## config.mk

```make
export PLATFORM = sky130hd
export DESIGN_NAME = addsub_arbiter
export DESIGN_NICKNAME = d
export VERILOG_FILES = /design/src/rtl/addsub_arbiter.sv
export SDC_FILE = /design/constraint.sdc
export NUM_CORES = 1
export LEC_CHECK = 0
export CAP_MARGIN = 30
export CELL_PAD_IN_SITES_DETAIL_PLACEMENT = 0
export CELL_PAD_IN_SITES_GLOBAL_PLACEMENT = 1
export CORE_ASPECT_RATIO = 1.25
export CORE_MARGIN = 2
export CORE_UTILIZATION = 28
export CTS_CLUSTER_SIZE = 40
export DETAILED_ROUTE_END_ITERATION = 12
export PLACE_DENSITY = 0.9
export SLEW_MARGIN = 15
export SYNTH_ARGS = -nofsm -noshare
export SYNTH_HDL_FRONTEND = slang
export SYNTH_SLANG_ARGS = --single-unit
```

## constraint.sdc

```tcl
create_clock -name clk -period 5.84 [get_ports clk]
set_clock_uncertainty 0.2 [all_clocks]
set_input_delay 1.168 -clock clk [delete_from_list [all_inputs] [get_ports clk]]
set_output_delay 1.168 -clock clk [all_outputs]
set_load 0.05 [all_outputs]
```

## src/rtl/addsub_arbiter.sv

```systemverilog
// Two-requester round-robin arbiter in front of one shared add/sub datapath with a registered result.
// Optional: define ADDSUB_ARB_OVF_EN to add the registered signed-overflow output res_ovf.
module addsub_arbiter #(
  parameter int WIDTH = 4
) (
  input  logic             clk,
  input  logic             rst_n,
  input  logic             req0_valid,
  input  logic [WIDTH-1:0] req0_a,
  input  logic [WIDTH-1:0] req0_b,
  input  logic             req0_m,
  output logic             req0_ready,
  input  logic             req1_valid,
  input  logic [WIDTH-1:0] req1_a,
  input  logic [WIDTH-1:0] req1_b,
  input  logic             req1_m,
  output logic             req1_ready,
  output logic             res_valid,
  input  logic             res_ready,
  output logic             res_id,
  output logic [WIDTH-1:0] res_sum,
  output logic             res_carry,
`ifdef ADDSUB_ARB_OVF_EN
  output logic             res_ovf,
`endif
  output logic             dbg_state
);

  // Handshake: a request transfers in any cycle where reqN_valid and reqN_ready are both 1;
  // the result transfers where res_valid and res_ready are both 1. reqN_ready never depends on
  // anything but the current state, valids, res_ready and rst_n, and never waits on itself.

  typedef enum logic {IDLE = 1'b0, HOLD = 1'b1} state_t;

  state_t           state, next_state;
  logic             last_grant;
  logic             grant_id;
  logic             accept;
  logic [WIDTH-1:0] op_a, op_b, b_x;
  logic             op_m;
  logic [WIDTH:0]   full;

  // Round-robin: on a tie the requester that did not win last time is chosen.
  always_comb begin
    grant_id = req1_valid;
    if (req0_valid && req1_valid) grant_id = ~last_grant;
  end

  assign accept = rst_n && (req0_valid || req1_valid) &&
                  ((state == IDLE) || res_ready);

  always_comb begin
    op_a = grant_id ? req1_a : req0_a;
    op_b = grant_id ? req1_b : req0_b;
    op_m = grant_id ? req1_m : req0_m;
  end

  assign b_x  = op_b ^ {WIDTH{op_m}};
  assign full = {1'b0, op_a} + {1'b0, b_x} + {{WIDTH{1'b0}}, op_m};

  // State register
  always_ff @(posedge clk) begin
    if (!rst_n) state <= IDLE;
    else        state <= next_state;
  end

  // Next-state logic
  always_comb begin
    next_state = state;
    if (accept)                         next_state = HOLD;
    else if (state == HOLD && res_ready) next_state = IDLE;
  end

  // Output logic
  always_comb begin
    req0_ready = accept && !grant_id;
    req1_ready = accept &&  grant_id;
    res_valid  = (state == HOLD);
    dbg_state  = state;
  end

  // Result registers reload only on an accept, so they stay stable while held.
  always_ff @(posedge clk) begin
    if (!rst_n) begin
      last_grant <= 1'b1;
      res_id     <= 1'b0;
      res_sum    <= '0;
      res_carry  <= 1'b0;
    end else if (accept) begin
      last_grant <= grant_id;
      res_id     <= grant_id;
      res_sum    <= full[WIDTH-1:0];
      res_carry  <= full[WIDTH];
    end
  end

`ifdef ADDSUB_ARB_OVF_EN
  always_ff @(posedge clk) begin
    if (!rst_n)
      res_ovf <= 1'b0;
    else if (accept)
      res_ovf <= (op_a[WIDTH-1] == b_x[WIDTH-1]) && (full[WIDTH-1] != op_a[WIDTH-1]);
  end
`endif

endmodule

```

# == Word level (Yosys, flattened, before mapping) ==
# Index checks and enable logic that the tools add are counted.
# word_totals
ram_bits,0
latchBits,0
memories,0
regBits,8
rom_bits,0
# op_classes
mul,0
n_addsub,2
muxes,6
shift,0
div_mod_pow,0
reduce_logical,10
n_lt_le_gt_ge,0
bitwise_logic,3
eq_ne,0
# ops
operator,n
4-bit two-way mux,2
1-bit logical AND,6
4-bit by 4-bit adder with 5-bit output,1
5-bit by 1-bit adder with 5-bit output,1
1-bit two-way mux,4
4-bit XOR,1
1-bit logical OR,2
1-bit inverter,2
2-bit nonzero test,1
1-bit logical NOT,1

# == Longest topological paths before layout ==
# Gate-level depths: netlist (run 1).
# logic_depth
word_depth,6
mapped_depth,10

# == Worst setup path after synthesis (run 1) ==
# No wires, ideal clock.
# synth_path
path_type,input to output
start,input port rst_n
end,output port req0_ready
path_slack_ns,2.048
n_path_buf,2
path_stages,5
t_arrival_ns,2.424
cell_sequence,buf_4 -> o21ai_2 -> or2_2 -> buf_2 -> nor2_1
# synth_between
elab_chain_cells,3
# synth_rtl
element,line_no,rtl
from (decl),7,"input logic rst_n,"
1-bit logical AND (2 in a row),49,assign accept = rst_n && (req0_valid || req1_valid) &&
1-bit logical AND,76,req0_ready = accept && !grant_id;
to (decl),12,"output logic req0_ready,"
# Every way passes these cells.

# == Worst setup path in the final report (run 1) ==
# layout_path
start,input port rst_n
end,output port req1_ready
# layout_between
elab_chain_cells,3
# layout_rtl
element,line_no,rtl
1-bit logical AND (2 in a row),49,
1-bit logical AND,77,req1_ready = accept && grant_id;
to (decl),17,"output logic req1_ready,"
# Every way passes these cells.

==> flow_summary.json, run 1 <==
{
  "p_per_area_nw_per_um2": 219,
  "crit_path_end_kind": "output port",
  "cts_root_buf": "clkbuf_4",
  "hpwl_um": 1240,
  "diodes": 0,
  "required_ns": 4.47,
  "ys_ff_latch": 8,
  "cp_cell_sequence": "clkdlybuf4s50_1, o21ai_2, nor2_1, nand2_1, inv_1, clkdlybuf4s50_1",
  "syn_nets": 102,
  "syn_avg_cell_area_um2": 8.32,
  "cts.sink_count": 8,
  "multi_input_area_um2": 424,
  "rsz0062_at_grt": "no",
  "fillers": 209,
  "h-tree-depth": 1,
  "ant_nets": 0,
  "start_util_pct": 28.9,
  "clkTransAtPathRegs_ns": 0.05,
  "fin_nets": 135,
  "grt_first_pass_wirelength_um": 2180,
  "crit_fanout": 9,
  "antenna_found_initial": 0,
  "dp_cells": 134,
  "clockBufferDepth": 2,
  "reg2reg_slack_ns": 3.27,
  "vias_per_cell": 4.65,
  "finalCriticalPeriod_ns": 4.66,
  "min_path_cells": 2,
  "path_buf_inv": 3,
  "maxSlewHeadroom_pct": 64.2,
  "tns_ns": 0,
  "path_common_cell": "clkdlybuf4s50_1",
  "core_um2": 2160,
  "postCtsSetupRepairBufs": 0,
  "r2r_end": "res_sum[3]",
  "synth_cell_types": 29,
  "dr.pass1.iters": 3,
  "cts_tree": "yes",
  "wl_per_cell_um": 10.2,
  "min_period_over_period_pct": 79.8,
  "seq_area_um2": 160,
  "worstMarginPinSlew_ns": 0.534,
  "dieArea_um2": 2630,
  "grt_pass1_vias": 587,
  "drt_iter0_drc": 4,
  "portBuffers": 32,
  "min_from": "res_sum[2]",
  "utilization_pct": 45.3,
  "cp_top_family": "buffers and inverters",
  "status": "complete, no violations",
  "preCtsSetupSlack_ns": 1.15,
  "ys.warnings.count": 0,
  "grt_max_degree": 15,
  "synth_cells": 75,
  "maxCapViolCount": 0,
  "slew_violations": 0,
  "io_pins": 33,
  "leakage_nw": 0.400,
  "routabilityCongestion": 0.778,
  "drc": 0,
  "syn_area_um2": 624,
  "cts-hold-fix-buffers": 0,
  "r2r-start": "last_grant",
  "final_hold_viol_count": 0,
  "clk_latency_ns": 0.25,
  "peakVddDrop_uv": 88.1,
  "final-setup-viol-count": 0,
  "die_h_um": 56.8,
  "max_freq_mhz": 215,
  "finalNonFillerCells": 137,
  "yosysSeqAreaShare_pct": 25.7,
  "area_growth_pct": 57.1,
  "numCtsBuffers": 3,
  "reg2regPathDepth": 6,
  "arrival_ns": 3.29,
  "fin_ws_ns": 1.18,
  "worstSetupStartpointType": "input port",
  "min_path_type": "flop to flop",
  "ctsResizeCount": 0,
  "drive_gt1_share_pct": 9.43,
  "finalWirelength_um": 1400,
  "worst-setup-path-type": "input port to output port",
  "die-width_um": 46.2,
  "critPathLaunch": "rst_n",
  "crit_path_top_delay_cell": "clkdlybuf4s50_1",
  "grtUsageTotal_pct": 11.6,
  "cp_slowest_stage_delay_ns": 0.79,
  "rows": 19,
  "grt_overflow": 0,
  "vias": 637,
  "holdPathEnd": "res_sum[2]"
}
-- cell usage after synthesis --
cell type	n	area (µm²)
a21boi_0	2	15.0
a21boi_2	1	11.3
a21o_1	1	7.51
a21oi_1	5	25.0
a31oi_1	1	6.26
buf_2	2	10.0
buf_4	2	15.0
dfxtp_1	8	160
fa_1	1	20.0
ha_1	3	37.5
inv_1	4	15.0
mux2_2	4	45.0
mux2i_1	2	20.0
nand2_1	10	37.5
nand3_1	4	20.0
nand4_1	1	6.26
nor2_1	3	11.3
nor2b_1	1	6.26
nor4_1	1	6.26
o211a_1	1	10.0
o21ai_0	3	15.0
o21ai_1	1	5.00
o21ai_2	1	8.76
o22a_1	1	8.76
o31a_1	1	8.76
or2_2	1	6.26
or4_1	1	7.51
xnor2_1	5	43.8
xor2_1	4	35.0
-- per-stage QoR --
| stage | cell area (µm²) | hold slack [ns] | power, mW |
|---|---|---|---|
| 4_1_cts | 981 | 0.271 | 0.218 |
| 6_report | 981 | 0.263 | 0.215 |
| 3_5_place_dp | 958 | 0.266 | 0.174 |
| 3_3_place_gp | 958 | 0.256 | 0.172 |
| 2_1_floorplan | 624 | 0.260 | 0.136 |
| 5_1_grt | 981 | 0.281 | 0.227 |
-- report_power, final --
part	internal (mW)	leakage [nW]	switching [mW]
clock network	0.0235	0.0138	0.0192
registers	0.0617	0.0664	0.00364
logic	0.0478	0.319	0.0589
-- tightest hold or removal path, cell delays in order (launching register included) --
cell	delay, ns
dfxtp_1	0.31
nand2_1	0.05
a21boi_0	0.06
-- flip-flops by register name, summed over array words and instances (netlist names) --
| register | count |
|---|---|
| res_carry | 1 |
| res_id | 1 |
| dbg_state | 1 |
| res_sum | 4 |
| last_grant | 1 |
-- worst max path at each step --
stage	to	slack, ns	cells past startpoint
global route	req1_ready	0.99	6
finish	req1_ready	1.18	6
detailed placement	req1_ready	1.15	6
CTS	req1_ready	1.15	6
global placement	req1_ready	1.18	6
floorplan	req0_ready	2.05	5
-- cells in the final DEF (no fill, tap or decap), drive strengths merged --
| master | netlist | final |
|---|---|---|
| mux2 | 4 | 4 |
| nand4 | 1 | 1 |
| a21o | 1 | 1 |
| nand3 | 4 | 4 |
| nor2b | 1 | 1 |
| a31oi | 1 | 1 |
| o21ai | 5 | 5 |
| o211a | 1 | 1 |
| o31a | 1 | 1 |
| ha | 3 | 3 |
| or2 | 1 | 1 |
| clkdlybuf4s50 | 0 | 32 |
| o22a | 1 | 1 |
| clkbuf | 0 | 3 |
| xor2 | 4 | 4 |
| or4 | 1 | 1 |
| nor2 | 3 | 3 |
| dfxtp | 8 | 8 |
| nand2 | 10 | 10 |
| mux2i | 2 | 2 |
| xnor2 | 5 | 5 |
| a21boi | 3 | 3 |
| fa | 1 | 1 |
| nor4 | 1 | 1 |
| a21oi | 5 | 5 |
| inv | 4 | 4 |
-- final cells by class --
class,instances,share of cell area [%]
Timing Repair Buffer,32,32.7
Sequential cell,8,16.3
Tap cell,31,3.95
Multi-Input combinational cell,59,43.2
Inverter,4,1.53
Clock buffer,3,2.30
-- cell families (layout without fill, tap and decap cells) --
family	count (synthesis)	after routing	synth area share (%)
flops	8	8	25.7
buf+inv	8	39	6.41
xor+xnor	9	9	12.6
compound gates	18	18	19.4
fa+ha+maj	4	4	9.22
simple gates	22	22	16.2
mux	6	6	10.4
-- routing by layer --
metal	GRT usage [%]	routed length, µm
met1	10.2	537
met2	20.8	734
met3	1.61	93
met4	9.80	37
met5	0	0
No activity file was read; power rests on OpenSTA's default activity.
==> run 2: changes to the inputs <==
CORE_UTILIZATION = 24   (was 28)
PLACE_DENSITY = 0.82   (was 0.9)
clock period = 3.75 ns   (was 5.84 ns; I/O delays follow)
==> run 2 against run 1 <==
- clock power increased by 49%
- critical path depth grew 1
- clock-buffer cell count is the same
- first-iteration DRC count grew 25%
- non-clock buffer count grew 3
- worst hold slack lost 0.0051 ns
- total power rose by 58%
- critical endpoint is now res_sum[3]
- largest cell class unchanged
==> flow_summary.json, run 2 (synthesis results as in run 1) <==
{
  "status": "complete, no violations",
  "min_path_type": "flop to flop",
  "vias_per_cell": 4.40,
  "required_ns": 3.74,
  "finalWirelength_um": 1480,
  "finalNonFillerCells": 142,
  "worst-setup-path-type": "input port to flop",
  "diodes": 0,
  "dr.pass1.iters": 2,
  "arrival_ns": 3.06,
  "portBuffers": 32,
  "drive_gt1_share_pct": 13.8,
  "io_pins": 33,
  "start_util_pct": 25.5,
  "numCtsBuffers": 3,
  "grt_first_pass_wirelength_um": 2480,
  "clkTransAtPathRegs_ns": 0.05,
  "drc": 0,
  "final_hold_viol_count": 0,
  "fillers": 266,
  "finalPower_uw": 339,
  "fin_nets": 138,
  "grt_overflow": 0,
  "tns_ns": 0,
  "finalCriticalPeriod_ns": 3.07,
  "maxSlewHeadroom_pct": 66.6,
  "regMostFlops": "res_sum",
  "clk_latency_ns": 0.25,
  "wl_per_cell_um": 10.5,
  "hpwl_um": 1310,
  "worstMarginPinSlew_ns": 0.500,
  "grt_max_degree": 12,
  "routabilityCongestion": 0.737,
  "crit_path_end_kind": "flop",
  "antenna_found_initial": 0,
  "crit_path_top_delay_cell": "or4_1",
  "grtUsageTotal_pct": 10.8,
  "core_um2": 2450,
  "dieArea_um2": 3030,
  "worstSetupStartpointType": "input port",
  "final_cell_mix": "clkdlybuf4s50_1 (30), nand2_1 (10), dfxtp_1 (8)",
  "cts.sink_count": 8,
  "post_dp_cell_area_um2": 1000,
  "grt_pass1_vias": 597,
  "cts-hold-fix-buffers": 0,
  "vias": 625,
  "cts_root_buf": "clkbuf_4",
  "die-width_um": 49.6,
  "final_common_cell": "clkdlybuf4s50_1",
  "h-tree-depth": 1,
  "crit_fanout": 5,
  "p_per_area_nw_per_um2": 330,
  "die_h_um": 61.0,
  "stdcell_area_um2": 1030,
  "rows": 20,
  "max_freq_mhz": 326,
  "area_growth_pct": 64.3,
  "cp_slowest_stage_delay_ns": 0.53,
  "ant_nets": 0,
  "ctsResizeCount": 0,
  "peakVddDrop_uv": 120,
  "cp_cell_sequence": "clkdlybuf4s50_1, a21boi_2, mux2_2, ha_1, or4_1, o22a_1, nand3_1",
  "clockBufferDepth": 2,
  "cts_tree": "yes",
  "min_period_over_period_pct": 81.8,
  "final-setup-viol-count": 0,
  "maxCapViolCount": 0,
  "rsz0062_at_grt": "no",
  "slew_violations": 0,
  "largest_reg_flops": 4,
  "postCtsSetupRepairBufs": 0,
  "drt_iter0_drc": 5,
  "leakage_nw": 0.425,
  "dp_cells": 139
}
run 2: cell types whose count changed in the layout (fill, tap and decap cells not counted):
cell,previous run,this run
clkdlybuf4s50_1,32,30
buf_4,0,3
buf_12,0,2
run 2: layer usage:
metal	GRT usage [%]	wire length (µm)	part of all wire, %	vias to the layer above
met5	0	0	0	-
met1	12.1	628	42	275
met4	5.95	11	0.74	0
met2	19.6	762	51	21
li1	-	-	-	327
met3	1.94	82	5.5	2
run 2: path summary, 6_finish.rpt:
kind / startpoint / to / slack (ns) / depth (start not counted)
max: req1_valid / res_sum[3] / 0.68 / 7
min: res_sum[0] / res_sum[0] / 0.26 / 2
max reg2reg: last_grant / res_sum[3] / 1.44 / 6
min reg2reg: res_sum[0] / res_sum[0] / 0.26 / 2
run 2: power breakdown:
part	total, mW	internal, mW	switching [mW]
sequential	0.102	0.0962	0.00594
combinational	0.173	0.0793	0.0935
clock	0.0637	0.0365	0.0272
total	0.339	0.212	0.127
run 2: through the flow:
stage | hold WS [ns] | setup WS, ns | utilization, %
after floorplan | 0.260 | 0.794 | -
after global placement | 0.251 | 0.488 | 40.9
after detailed placement | 0.253 | 0.435 | 40.9
after CTS | 0.260 | 0.679 | 41.8
after global routing | 0.296 | 0.569 | 41.8
final | 0.258 | 0.682 | 41.8
run 2: cell type report:
cell class | count | area [µm²] | area share (%)
Clock buffer | 3 | 22.5 | 2.20
Inverter | 4 | 15.0 | 1.46
Sequential cell | 8 | 160 | 15.6
Multi-Input combinational cell | 59 | 424 | 41.3
Timing Repair Buffer | 35 | 363 | 35.4
Tap cell | 33 | 41.3 | 4.02
run 2: critical path: cells and delay by family:
| family | cells | cell delay, ns |
|---|---|---|
| compound gates | 2 | 0.47 |
| buf+inv | 1 | 0.52 |
| fa+ha+maj | 1 | 0.35 |
| simple gates | 2 | 0.60 |
| mux | 1 | 0.37 |
